--- src/rtl/washer_plant.sv ---
// -----------------------------------------------------------------------------
// washer_plant
//
// Behavioural model of a washing-machine drum. It covers the water level, the
// heater, the wash motor and the dryer. It takes the controller's actuator
// commands and returns the sensor feedback that a real appliance would give.
// Use it for closed-loop simulation and on demo boards that have no appliance.
//
// Ports
//   inpFreq      in   clock, every state update happens on the rising edge
//   rst          in   synchronous active-high reset
//   fill         in   fill valve command
//   warm         in   heater command
//   wash         in   motor command
//   drain        in   drain pump command
//   dry          in   dryer command
//   faucet       in   1 = mains water available
//   door         in   1 = door open
//   level        out  water level, 0..LEVEL_MAX
//   temp         out  water temperature, 0..TEMP_MAX
//   water_full   out  level == LEVEL_MAX
//   water_empty  out  level == 0
//   temp_ok      out  temp >= TEMP_TARGET
//   wash_done    out  wash timer reached WASH_CYCLES
//   dry_done     out  dry timer reached DRY_CYCLES
//   door_locked  out  drum busy, holding water, or faulted
//   fault        out  sticky fault flag (cleared only by rst)
//   phase        out  0 IDLE, 1 FILL, 2 HEAT, 3 WASH, 4 DRAIN, 5 DRY, 7 FAULT
//
// The phase output is the FSM state register itself, so it doubles as the
// debug view of the state machine.
//
// Command handshake: the commands are level-sensitive. There is no valid/ready
// pairing. The plant samples each command on every rising edge, and it
// reports progress only through the level-type status outputs above. None of
// the outputs is a pulse.
// -----------------------------------------------------------------------------
module washer_plant #(
    parameter int LEVEL_MAX   = 8,
    parameter int TEMP_TARGET = 6,
    parameter int TEMP_MAX    = 10,
    parameter int COOL_DIV    = 4,
    parameter int WASH_CYCLES = 12,
    parameter int DRY_CYCLES  = 8
) (
    input  logic       inpFreq,
    input  logic       rst,
    input  logic       fill,
    input  logic       warm,
    input  logic       wash,
    input  logic       drain,
    input  logic       dry,
    input  logic       faucet,
    input  logic       door,
    output logic [3:0] level,
    output logic [3:0] temp,
    output logic       water_full,
    output logic       water_empty,
    output logic       temp_ok,
    output logic       wash_done,
    output logic       dry_done,
    output logic       door_locked,
    output logic       fault,
    output logic [2:0] phase
);

    // Counter widths, sized so that each counter reaches its limit with no wrap.
    localparam int WASH_W = $clog2(WASH_CYCLES + 1);
    localparam int DRY_W  = $clog2(DRY_CYCLES + 1);
    localparam int COOL_W = (COOL_DIV > 1) ? $clog2(COOL_DIV) : 1;

    localparam logic [3:0]        LEVEL_FULL = 4'(LEVEL_MAX);
    localparam logic [3:0]        TEMP_HOT   = 4'(TEMP_MAX);
    localparam logic [3:0]        TEMP_GOOD  = 4'(TEMP_TARGET);
    localparam logic [WASH_W-1:0] WASH_END   = WASH_W'(WASH_CYCLES);
    localparam logic [DRY_W-1:0]  DRY_END    = DRY_W'(DRY_CYCLES);
    localparam logic [COOL_W-1:0] COOL_LAST  = COOL_W'(COOL_DIV - 1);

    typedef enum logic [2:0] {
        PH_IDLE  = 3'd0,
        PH_FILL  = 3'd1,
        PH_HEAT  = 3'd2,
        PH_WASH  = 3'd3,
        PH_DRAIN = 3'd4,
        PH_DRY   = 3'd5,
        PH_FAULT = 3'd7
    } phase_t;

    phase_t state;
    phase_t state_next;

    logic [3:0]        level_q, level_next;
    logic [3:0]        temp_q, temp_next;
    logic [COOL_W-1:0] cool_q, cool_next;
    logic [WASH_W-1:0] wash_q, wash_next;
    logic [DRY_W-1:0]  dry_q, dry_next;

    logic any_cmd;
    logic fault_cond;
    logic frozen;

    // -------------------------------------------------------------------------
    // Fault detection. It uses the registered level, so "warm into an empty
    // drum" is judged against the water present before this edge.
    // -------------------------------------------------------------------------
    always_comb begin
        any_cmd    = fill | warm | wash | drain | dry;
        fault_cond = (fill & drain)
                   | (warm & (level_q == 4'd0))
                   | (door & any_cmd);
        // The fault check takes precedence over every update. It blocks the
        // update on the edge that detects the fault, and it holds everything
        // afterwards while the state stays in FAULT.
        frozen     = (state == PH_FAULT) | fault_cond;
    end

    // -------------------------------------------------------------------------
    // FSM process 1: state register
    // -------------------------------------------------------------------------
    always_ff @(posedge inpFreq) begin
        if (rst) begin
            state <= PH_IDLE;
        end else begin
            state <= state_next;
        end
    end

    // -------------------------------------------------------------------------
    // FSM process 2: next state. FAULT is absorbing. Otherwise the next state
    // is the highest-priority active command, which makes phase lag the
    // commands by one cycle.
    // -------------------------------------------------------------------------
    always_comb begin
        state_next = state;
        if (state != PH_FAULT) begin
            if (fault_cond) begin
                state_next = PH_FAULT;
            end else if (fill) begin
                state_next = PH_FILL;
            end else if (warm) begin
                state_next = PH_HEAT;
            end else if (wash) begin
                state_next = PH_WASH;
            end else if (drain) begin
                state_next = PH_DRAIN;
            end else if (dry) begin
                state_next = PH_DRY;
            end else begin
                state_next = PH_IDLE;
            end
        end
    end

    // -------------------------------------------------------------------------
    // FSM process 3: outputs derived from the state and the registered data
    // -------------------------------------------------------------------------
    always_comb begin
        phase       = state;
        fault       = (state == PH_FAULT);
        level       = level_q;
        temp        = temp_q;
        water_full  = (level_q == LEVEL_FULL);
        water_empty = (level_q == 4'd0);
        temp_ok     = (temp_q >= TEMP_GOOD);
        wash_done   = (wash_q == WASH_END);
        dry_done    = (dry_q == DRY_END);
        door_locked = any_cmd | (level_q != 4'd0) | (state == PH_FAULT);
    end

    // -------------------------------------------------------------------------
    // Water level. fill and drain never act together, because that combination
    // is a fault and freezes the drum.
    // -------------------------------------------------------------------------
    always_comb begin
        level_next = level_q;
        if (!frozen) begin
            if (fill && faucet) begin
                if (level_q != LEVEL_FULL) begin
                    level_next = level_q + 4'd1;
                end
            end else if (drain) begin
                if (level_q != 4'd0) begin
                    level_next = level_q - 4'd1;
                end
            end
        end
    end

    // -------------------------------------------------------------------------
    // Temperature. With the heater off, the water cools one step every
    // COOL_DIV cycles. Heating restarts the cooling prescaler so that each
    // cool-down interval is a full one. When the drum drains empty, the
    // temperature drops straight to 0, because no water remains to hold heat.
    // -------------------------------------------------------------------------
    always_comb begin
        temp_next = temp_q;
        cool_next = cool_q;
        if (!frozen) begin
            if (warm) begin
                // A non-empty drum is guaranteed here, since warm with an
                // empty drum is a fault.
                if (temp_q != TEMP_HOT) begin
                    temp_next = temp_q + 4'd1;
                end
                cool_next = '0;
            end else if (temp_q != 4'd0) begin
                if (cool_q == COOL_LAST) begin
                    cool_next = '0;
                    temp_next = temp_q - 4'd1;
                end else begin
                    cool_next = cool_q + 1'b1;
                end
            end else begin
                cool_next = '0;
            end

            if ((level_q != 4'd0) && (level_next == 4'd0)) begin
                temp_next = 4'd0;
                cool_next = '0;
            end
        end
    end

    // -------------------------------------------------------------------------
    // Wash and dry timers. A timer counts only under its drum condition, holds
    // while its command is high but the condition is not met, and clears as
    // soon as its command drops.
    // -------------------------------------------------------------------------
    always_comb begin
        wash_next = wash_q;
        dry_next  = dry_q;
        if (!frozen) begin
            if (!wash) begin
                wash_next = '0;
            end else if ((level_q == LEVEL_FULL) && (wash_q != WASH_END)) begin
                wash_next = wash_q + 1'b1;
            end

            if (!dry) begin
                dry_next = '0;
            end else if ((level_q == 4'd0) && (dry_q != DRY_END)) begin
                dry_next = dry_q + 1'b1;
            end
        end
    end

    // -------------------------------------------------------------------------
    // Datapath registers
    // -------------------------------------------------------------------------
    always_ff @(posedge inpFreq) begin
        if (rst) begin
            level_q <= 4'd0;
            temp_q  <= 4'd0;
            cool_q  <= '0;
            wash_q  <= '0;
            dry_q   <= '0;
        end else begin
            level_q <= level_next;
            temp_q  <= temp_next;
            cool_q  <= cool_next;
            wash_q  <= wash_next;
            dry_q   <= dry_next;
        end
    end

endmodule

--- config.mk ---
export PLATFORM = sky130hd
export DESIGN_NAME = washer_plant
export DESIGN_NICKNAME = d
export VERILOG_FILES = /design/src/rtl/washer_plant.sv
export SDC_FILE = /design/constraint.sdc
export NUM_CORES = 1
export LEC_CHECK = 0
export ABC_AREA = 0
export BUFFER_PORTS_ARGS = -buffer_cell sky130_fd_sc_hd__buf_4
export CAP_MARGIN = 20
export CELL_PAD_IN_SITES_DETAIL_PLACEMENT = 1
export CELL_PAD_IN_SITES_GLOBAL_PLACEMENT = 1
export CORE_UTILIZATION = 43
export DETAILED_ROUTE_END_ITERATION = 16
export PLACE_DENSITY = 0.88
export SLEW_MARGIN = 20
export SYNTH_ARGS = -nofsm -noshare
export SYNTH_HDL_FRONTEND = slang
export SYNTH_SLANG_ARGS = --single-unit
export TNS_END_PERCENT = 5
--- constraint.sdc ---
create_clock -name inpFreq -period 3.8 [get_ports inpFreq]
set_input_delay 0.38 -clock inpFreq [delete_from_list [all_inputs] [get_ports inpFreq]]
set_output_delay 0.38 -clock inpFreq [all_outputs]
set_load 0.005 [all_outputs]
==> metrics.md, run 1 <==
| Metric | Value |
|---|---|
| Status | completed |
| Initial antenna violation count | 0 |
| Hold_sp | fill |
| Startpoint types | register |
| Initial drt markers | 80 |
| Setup TNS | 0 ps |
| Vias per inst | 5.721 |
| Port buffer count | 26 |
| Yosys warning count | 0 |
| Unrepaired setup endpoints after global routing | false |
| Design area | 0.001665 mm² |
| Post-Syn Area | 0.001418 mm² |
| Worst IR Drop VDD | 0.1611 mV |
| Inserted Clock Buffers | 3 |
| WP data arrival | 2870 ps |
| Final setup viols | 0 |
| Hold Vio Cnt, Final | 0 |
| CP Capture Type | register |
| Hpwl dp | 3199 µm |
| Hold-fix buffers, CTS | 0 |
| Synth-to-Final Area Change | 17.48% |
| Final period utilization | 69.93% |
| MaxCap Viol Count | 0 |
| Largest net degree at the start of global routing | 22 |
| Initial core utilization | 46.06% |
| Post-DP Area | 0.001638 mm² |
| Origin of the critical flop-to-flop path | level[0] |
| Final GP Congestion | 0.8714 |
| Worst Skew | 1.035 ps |
| N_diodes | 0 |
| H-tree depth | 1 |
| Core area | 0.003078 mm² |
| Nets | 227 |
| Critical Path Fanout Max | 10 |
| Clk sink count | 21 |
| CTS clk-pin slew, worst paths | 120 ps |
| CTS root buf | clkbuf_4 |
| Slew @ Worst Pin | 503.6 ps |
| Count of flip-flops with a built-in enable after synthesis | 0 |
| Via Count | 1436 |
| Seq. cell area | 420.4 µm² |
| Net Sw Frac | 30.82% |
| Layout cell share with drive strength beyond 1 | 18.36% |
| Slew Limit Headroom | 66.42% |
| CTS tree | yes |
| Combinational power share | 21.4% |
| Net Sw Power | 0.1347 mW |
| Die ar. | 0.003530 mm² |
| Pleak | 0.6820 nW |
| Clock buffer depth | 2 |
| Sequential share of the synthesized area | 29.66% |
| Fraction of registers with async set/reset | 0% |
| Clock insertion delay at the later pin of the skew report | 310 ps |
| Part of the power in registers | 53.1% |
| All-layer global routing usage | 26.06% |
| Global-route wire length before repair | 6969 µm |
| Syn nets | 202 |
| Vias in the first global route | 1500 |
| Row Count | 20 |
| Avg WL per Cell | 16.32 µm |
| Setup Fix Bufs, Post-CTS | 0 |
| Post-route ant nets | 0 |
| Die width | 59.42 µm |
| GRT Residual Overflow | 0 |
| Clock network fraction of total power | 25.6% |
| Num ports | 27 |
| Max Fclk | 376.3 MHz |
| Worst hold path type | in -> reg |
| DRC | 0 |
| Die extent in y | 59.42 µm |
| Min Clock Period, post-route | 2657 ps |
| Fillers | 413 |
| Multi-input combinational cell area | 907.1 µm² |
| Synth Instances | 183 |
| Mapped Avg Cell Area | 7.747 µm² |
| Critical path class | reg -> reg |
| Initial DRT Pass Iterations | 4 |
| CP required | 4010 ps |
| Power density cells | 262.5 mW/mm² |
| Final slew viol count | 0 |
| Yosys cell types | 45 |
| Internal power | 0.3024 mW |
| Post-Route WL | 4096 µm |
| Top_reg_cell synth | dfxtp_1 |
| Crit path from | level[0] |
| Resized cells post-CTS | 0 |
| Seq cells post-synth | 21 |
cell usage in the layout (no fill, tap or decap), types with 2 or more instances in the layout:
cell      count
a211oi_1      2
a21o_1        4
a21oi_1      19
a22oi_1       2
a31oi_1       2
and2_1        2
and3_1        2
buf_4        27
clkbuf_4      3
dfxtp_1      21
ha_1          9
inv_1        14
nand2_1      18
nand3_1       4
nand3b_1      2
nand4_1       9
nor2_1       23
nor3_1        9
nor4_1        2
o21a_1        2
o21ai_0       8
o31a_1        2
sequential cells by signal, indices dropped and copies added, names as in the netlist:
register	cells
cool_q	2
dry_q	4
level	4
phase	3
temp	4
wash_q	4
final cells by class:
| class | instances | share of cell area, % |
|---|---|---|
| Inverter | 14 | 3.156 |
| Clock buffer | 3 | 1.352 |
| Clock inverter | 1 | 0.3005 |
| Timing Repair Buffer | 27 | 12.17 |
| Multi-Input combinational cell | 141 | 54.47 |
| Sequential cell | 21 | 25.24 |
| Tap cell | 44 | 3.306 |
logic make-up (layout without fill, tap and decap cells):
| logic type | count (synthesis) | in the layout | synth area share [%] |
|---|---|---|---|
| buffers and inverters | 21 | 45 | 6.354 |
| adder cells (fa/ha/maj) | 10 | 10 | 9.356 |
| flip-flops | 21 | 21 | 29.66 |
| AO/OA/AOI/OAI | 50 | 50 | 24.89 |
| XOR/XNOR | 2 | 2 | 1.236 |
| AND/OR/NAND/NOR | 79 | 79 | 28.51 |
cells in the mapped netlist, drive strengths merged (2+ instances only):
cell     n  area, µm²
nand4   10      68.81
a211oi   2      15.01
clkbuf   3      12.51
and2     2      12.51
o31a     2      17.52
ha       9      112.6
nor2    23      86.33
nand3b   2      15.01
a31oi    2      12.51
nor3    10      55.05
inv     14      52.55
o21a     2      15.01
a22oi    2      15.01
and3     2      12.51
dfxtp   21      420.4
a21o     4      30.03
o21ai    9      45.04
buf      4      25.02
nand3    4      20.02
nor4     2      12.51
a21oi   19      95.09
nand2   18      67.56
per-layer routing:
metal	track usage, %	part of all wire (%)	vias up
li1	-	-	705
met1	31.34	45	701
met2	47.35	51	24
met3	4.585	2.6	6
met4	6.463	1.1	0
met5	0	0	-
power by group through the flow:
stage / registers [mW] / clock network [mW] / logic (mW)
2_1_floorplan: 0.236 / 0 / 0.0569
3_3_place_gp: 0.237 / 0 / 0.0866
3_5_place_dp: 0.237 / 0 / 0.0923
4_1_cts: 0.232 / 0.116 / 0.0928
5_1_grt: 0.233 / 0.124 / 0.103
6_report: 0.232 / 0.112 / 0.0933
critical path: stages (launching register included):
cell,delay [ps]
dfxtp_1,400
inv_1,90
ha_1,200
or3b_4,430
o2111ai_4,340
or2_1,320
o21a_1,260
nand4_2,240
nand3_1,190
a31oi_1,90
path summary, 6_finish.rpt:
check                           slack [ps]  cells past startpoint        end
worst min-delay path                   390                      3   phase[0]
worst min register to register         480                      2  cool_q[1]
worst max-delay path                  1140                      9    temp[3]
worst max register to register        1140                      9    temp[3]
stage by stage:
stage	setup WS [ps]	power (mW)	std cells	util, %	hold slack [ps]
after global placement	1357	0.3232	247	53.21	448.3
after CTS	1188	0.4410	251	54.11	381.1
after floorplan	1485	0.2927	183	-	435.6
after global routing	968.3	0.4601	251	54.11	387.8
after detailed placement	1228	0.3291	247	53.21	463.0
final	1143	0.4371	251	54.11	393.6
Power figures use the tool's default switching activity.
==> run 2, diff against run 1 <==
--- a/config.mk
+++ b/config.mk
@@ -5,14 +5,14 @@
 export SDC_FILE = /design/constraint.sdc
 export NUM_CORES = 1
 export LEC_CHECK = 0
-export ABC_AREA = 0
+export ABC_AREA = 1
 export BUFFER_PORTS_ARGS = -buffer_cell sky130_fd_sc_hd__buf_4
 export CAP_MARGIN = 20
 export CELL_PAD_IN_SITES_DETAIL_PLACEMENT = 1
 export CELL_PAD_IN_SITES_GLOBAL_PLACEMENT = 1
-export CORE_UTILIZATION = 43
+export CORE_UTILIZATION = 35
 export DETAILED_ROUTE_END_ITERATION = 16
-export PLACE_DENSITY = 0.88
+export PLACE_DENSITY = 0.79
 export SLEW_MARGIN = 20
 export SYNTH_ARGS = -nofsm -noshare
 export SYNTH_HDL_FRONTEND = slang
==> constraint.sdc (replaced) <==
create_clock -name inpFreq -period 2.13 [get_ports inpFreq]
set_input_delay 0.213 -clock inpFreq [delete_from_list [all_inputs] [get_ports inpFreq]]
set_output_delay 0.213 -clock inpFreq [all_outputs]
set_load 0.005 [all_outputs]
==> metrics.md, run 2 <==
| Metric | Value |
|---|---|
| Status | completed |
| CTS root buf | clkbuf_8 |
| Synth Area in Compound Gates | 10.24% |
| Combinational power share | 27.5% |
| Initial drt markers | 84 |
| Yosys cell types | 31 |
| Hold Vio Cnt, Final | 0 |
| Mux contribution to synthesized area | 0% |
| Net Sw Frac | 32.73% |
| Initial core utilization | 37.03% |
| Most common cell after layout, fill and taps aside | nand2_1 |
| Net Sw Power | 0.3169 mW |
| Worst path cell trace | inv_2, nand3_4, nor2_2, nor2_4, nand2_4, nand2_1, nand2_1, nor2_2, nand3_4, nand2_4, nand3_1, nand2_1, nor2_1 |
| Core area | 0.004058 mm² |
| Synth Instances | 219 |
| Worst IR Drop VDD | 0.2312 mV |
| Startpoint types | register |
| Unrepaired setup endpoints after global routing | true |
| Core Util, Final | 44.28% |
| Layout cell share with drive strength beyond 1 | 22.27% |
| Via Count | 1498 |
| Worst hold path type | in -> reg |
| Global-route wire length before repair | 6844 µm |
| GRT Residual Overflow | 0 |
| Initial antenna violation count | 0 |
| Top cells by area, synth | dfxtp_1 (28%), nand2_1 (12%), ha_1 (7.5%) |
| Die ar. | 0.004560 mm² |
| Vias in the first global route | 1477 |
| Die width | 67.53 µm |
| Clock network fraction of total power | 27.6% |
| Row Count | 23 |
| Initial DRT Pass Iterations | 4 |
| Die extent in y | 67.53 µm |
| MaxCap Viol Count | 0 |
| Syn nets | 238 |
| All-layer global routing usage | 19.80% |
| Critical path class | reg -> reg |
| Largest net degree at the start of global routing | 12 |
| Slew Limit Headroom | 67.16% |
| Top_reg_cell synth | dfxtp_1 |
| Top-count cell post-synth | nand2_1 |
| Avg WL per Cell | 13.31 µm |
| Setup Fix Bufs, Post-CTS | 0 |
| Post-Synth Adder-Cell Area | 8.826% |
| Seq cells post-synth | 21 |
| Inserted Clock Buffers | 3 |
| Slowest stage delay, CP | 560 ps |
| CP dominant cell by count | nand2_1 |
| Most frequent cells in the layout | nand2_1 (48), buf_4 (29), inv_1 (26), nand3_1 (21), dfxtp_1 (21) |
| Max Fclk | 513.3 MHz |
| Final period utilization | 91.46% |
| Num ports | 27 |
| Clock insertion delay at the later pin of the skew report | 260 ps |
| CTS clk-pin slew, worst paths | 80 ps |
| H-tree depth | 1 |
| CTS tree | yes |
| Area share of the largest cell type after synthesis | 27.98% |
| Clk sink count | 21 |
| N_diodes | 0 |
| Power, Total | 0.9680 mW |
| Synth-to-Final Area Change | 19.57% |
| Sequential share of the synthesized area | 27.98% |
| Min Clock Period, post-route | 1948 ps |
| Nets | 267 |
| Simple-gate portion of the synthesized area | 40.80% |
| Part of the power in registers | 44.9% |
| Slew @ Worst Pin | 488.1 ps |
| Fillers | 540 |
| Power density cells | 538.7 mW/mm² |
| Final non-filler cell total | 297 |
| Mapped Avg Cell Area | 6.862 µm² |
| Critical Path Fanout Max | 10 |
| Final GP Congestion | 0.8175 |
| Clock buffer depth | 2 |
| Placed cells | 293 |
| Internal power | 0.6511 mW |
| Final slew viol count | 0 |
| CP required | 2290 ps |
| Hpwl dp | 3240 µm |
| Count of flip-flops with a built-in enable after synthesis | 0 |
| Port buffer count | 26 |
| Xor/xnor share of the synthesized area | 2.331% |
| Post-Syn Area | 0.001503 mm² |
| Hold-fix buffers, CTS | 0 |
| Worst Skew | 5.022 ps |
| Largest family of logic cells by synthesized area | simple AND/OR/NAND/NOR gates |
| Yosys warning count | 0 |
| Final setup viols | 0 |
| Vias per inst | 5.044 |
| Post-Route WL | 3954 µm |
| WP data arrival | 2100 ps |
| Pleak | 0.8937 nW |
| Most instantiated cells after synthesis | nand2_1 (48), inv_1 (26), dfxtp_1 (21), nand3_1 (21), nor2_1 (19) |
| Post-route ant nets | 0 |
| CP Capture Type | register |
| Fraction of registers with async set/reset | 0% |
| Post-synth top area cell | dfxtp_1 |
| DRC | 0 |
| CP max stage cell | dfxtp_1 |
## run 2: final cells by class
cell class / count / area, µm² / area share, %
Clock buffer: 4 / 45.04 / 2.507
Inverter: 31 / 116.4 / 6.476
Multi-Input combinational cell: 162 / 934.6 / 52.02
Sequential cell: 21 / 420.4 / 23.40
Tap cell: 50 / 62.56 / 3.482
Timing Repair Buffer: 29 / 217.7 / 12.12
## run 2: final timing paths
kind,depth (start not counted),slack (ps),to,from
max,13,180,temp[3],level[2]
min,2,190,cool_q[0],rst
max reg2reg,13,180,temp[3],level[2]
min reg2reg,2,490,cool_q[0],cool_q[0]
## run 2: kinds of logic after synthesis
kind of cell	after synthesis
AND/OR/NAND/NOR	119
buffers and inverters	36
AO/OA/AOI/OAI	29
flip-flops	21
adder cells (fa/ha/maj)	10
XOR/XNOR	4
## run 2: metal layers
metal / share of wire (%) / track usage, % / vias up
met4: 0.99 / 5.585 / 0
met2: 45 / 33.04 / 34
met5: 0 / 0 / -
met1: 50 / 26.04 / 696
met3: 4.4 / 3.041 / 4
li1: - / - / 764
## run 2: worst max-delay path, delay by kind of cell, from the launching register on
family	cells	cell delay [ps]
buffers and inverters	1	100
DFF	1	560
and+or+nand+nor	12	1170
## run 2: per-stage QoR
stage	TNS [ps]	worst slack (ps)	hold slack (ps)	area, µm²
4_1_cts	0	186.9	187.7	1797
5_1_grt	-22.98	-13.38	190.9	1797
3_5_place_dp	0	198.5	469.1	1752
2_1_floorplan	0	295.3	373.7	1503
3_3_place_gp	0	245.0	465.4	1752
6_report	0	181.9	192.7	1797
## run 2: timing repair
action                                 CTS  global route
endpoints found under the hold margin    0             0
resized for setup                        0             1
setup endpoints to repair                0             5
## run 2: power by group through the flow
stage,Sequential (mW),Clock [mW],Combinational (mW)
2_1_floorplan,0.441,0,0.173
3_3_place_gp,0.444,0,0.262
3_5_place_dp,0.444,0,0.267
4_1_cts,0.435,0.278,0.268
5_1_grt,0.439,0.287,0.298
6_report,0.434,0.267,0.267
==> run 3, diff against run 2 <==
--- a/config.mk
+++ b/config.mk
@@ -13,6 +13,7 @@
 export CORE_UTILIZATION = 35
 export DETAILED_ROUTE_END_ITERATION = 16
 export PLACE_DENSITY = 0.79
+export RECOVER_POWER = 100
 export SLEW_MARGIN = 20
 export SYNTH_ARGS = -nofsm -noshare
 export SYNTH_HDL_FRONTEND = slang
==> metrics.md, run 3 (same netlist as run 2, synthesis figures left out) <==
| Metric | Value |
|---|---|
| Status | completed |
| Part of the power in registers | 45.1% |
| Most common cell after layout, fill and taps aside | nand2_1 |
| Worst IR Drop VDD | 0.2286 mV |
| Unrepaired setup endpoints after global routing | true |
| Nets | 267 |
| MaxCap Viol Count | 0 |
| Most frequent cells in the layout | nand2_1 (48), inv_1 (26), nand3_1 (21), nor2_1 (21), dfxtp_1 (21) |
| Vias in the first global route | 1477 |
| Core Util, Final | 44.06% |
| Final GP Congestion | 0.8175 |
| Clock buffer depth | 2 |
| CTS tree | yes |
| Critical path class | reg -> reg |
| Worst Skew | 5.288 ps |
| Setup TNS | 0 ps |
| Clock network fraction of total power | 27.6% |
| Core area | 0.004058 mm² |
| CP Capture Type | register |
| Min Clock Period, post-route | 1958 ps |
| Clock insertion delay at the later pin of the skew report | 260 ps |
| Hold-fix buffers, CTS | 0 |
| CTS clk-pin slew, worst paths | 70 ps |
| Final non-filler cell total | 297 |
| Dpl ws | 198.5 ps |
| Seq. cell area | 420.4 µm² |
| Num ports | 27 |
| Slew @ Worst Pin | 484.6 ps |
| Power density cells | 538.0 mW/mm² |
| Inserted Clock Buffers | 3 |
| Post-Route WL | 3959 µm |
| Fillers | 541 |
| Power, Total | 0.9620 mW |
| CP required | 2290 ps |
| Final setup viols | 0 |
| Initial antenna violation count | 0 |
| Critical Path Fanout Max | 10 |
| Initial core utilization | 37.03% |
| Final period utilization | 91.94% |
| Max Fclk | 510.7 MHz |
| Pleak | 0.8827 nW |
| Slew Limit Headroom | 67.39% |
| Vias per inst | 5.051 |
| Synth-to-Final Area Change | 18.98% |
| Setup Fix Bufs, Post-CTS | 0 |
| Internal power | 0.6483 mW |
| Hpwl dp | 3240 µm |
| CTS root buf | clkbuf_8 |
| Global-route wire length before repair | 6844 µm |
| Final slew viol count | 0 |
| Hold Vio Cnt, Final | 0 |
| Die width | 67.53 µm |
| Worst hold path type | in -> reg |
| DRC | 0 |
| Row Count | 23 |
| H-tree depth | 1 |
| Resized cells post-CTS | 0 |
| Initial DRT Pass Iterations | 4 |
| GRT Residual Overflow | 0 |
| Combinational power share | 27.3% |
| Placed cells | 293 |
| Avg WL per Cell | 13.33 µm |
| Die ar. | 0.004560 mm² |
| Initial drt markers | 64 |
| WP data arrival | 2110 ps |
| Clk sink count | 21 |
| Multi-input combinational cell area | 929.6 µm² |
| Net Sw Frac | 32.60% |
| WHS | 196.7 ps |
| N_diodes | 0 |
| Startpoint types | register |
| All-layer global routing usage | 19.80% |
| Post-DP Area | 0.001752 mm² |
| Die extent in y | 67.53 µm |
| Layout cell share with drive strength beyond 1 | 21.05% |
| Setup ws final | 171.8 ps |
| Net Sw Power | 0.3136 mW |
| Design area | 0.001788 mm² |
| Post-route ant nets | 0 |
| Largest net degree at the start of global routing | 12 |
| Via Count | 1500 |
| Port buffer count | 26 |
run 3: cell types whose count changed in the layout (fill, tap and decap cells not counted):
cell | previous run | this run
buf_4 | 29 | 13
clkbuf_4 | 0 | 15
nor2_2 | 7 | 5
clkbuf_1 | 1 | 2
nor2_1 | 19 | 21
run 3: power by group through the flow:
stage	Combinational, mW	Clock, mW	Sequential (mW)
2_1_floorplan	0.173	0	0.441
5_1_grt	0.294	0.287	0.439
4_1_cts	0.268	0.278	0.435
3_5_place_dp	0.267	0	0.444
6_report	0.263	0.265	0.434
3_3_place_gp	0.262	0	0.444
run 3: layout make-up:
type	count	share of cell area, %
multi-input cells	162	51.99
well taps	50	3.499
repair buffers	29	11.97
clock buffers	4	2.519
flip-flops and latches	21	23.51
inverters	31	6.508
run 3: worst max-delay path, cell delays in order (launching register included):
cell and delay (ps):
dfxtp_1 560, inv_2 100, nand3_4 130, nor2_1 80, nor2_4 150, nand2_4 120
nand2_1 100, nand2_1 70, nor2_2 120, nand3_4 130, nand2_4 110, nand3_1 80
nand2_1 60, nor2_1 40
run 3: worst paths after layout:
path / startpoint / end / slack (ps) / depth (start not counted)
worst min-delay path: rst / cool_q[0] / 200 / 2
worst max register to register: level[2] / temp[3] / 170 / 13
worst min register to register: cool_q[0] / cool_q[0] / 500 / 2
worst max-delay path: level[2] / temp[3] / 170 / 13
run 3: metal layers:
metal,GRT usage (%),up-vias,part of all wire [%],routed length (µm)
met2,33.04,36,45,1766
met5,0,-,0,0
met1,26.04,696,49,1945
li1,-,764,-,-
met4,5.585,0,0.99,39
met3,3.041,4,5.2,207
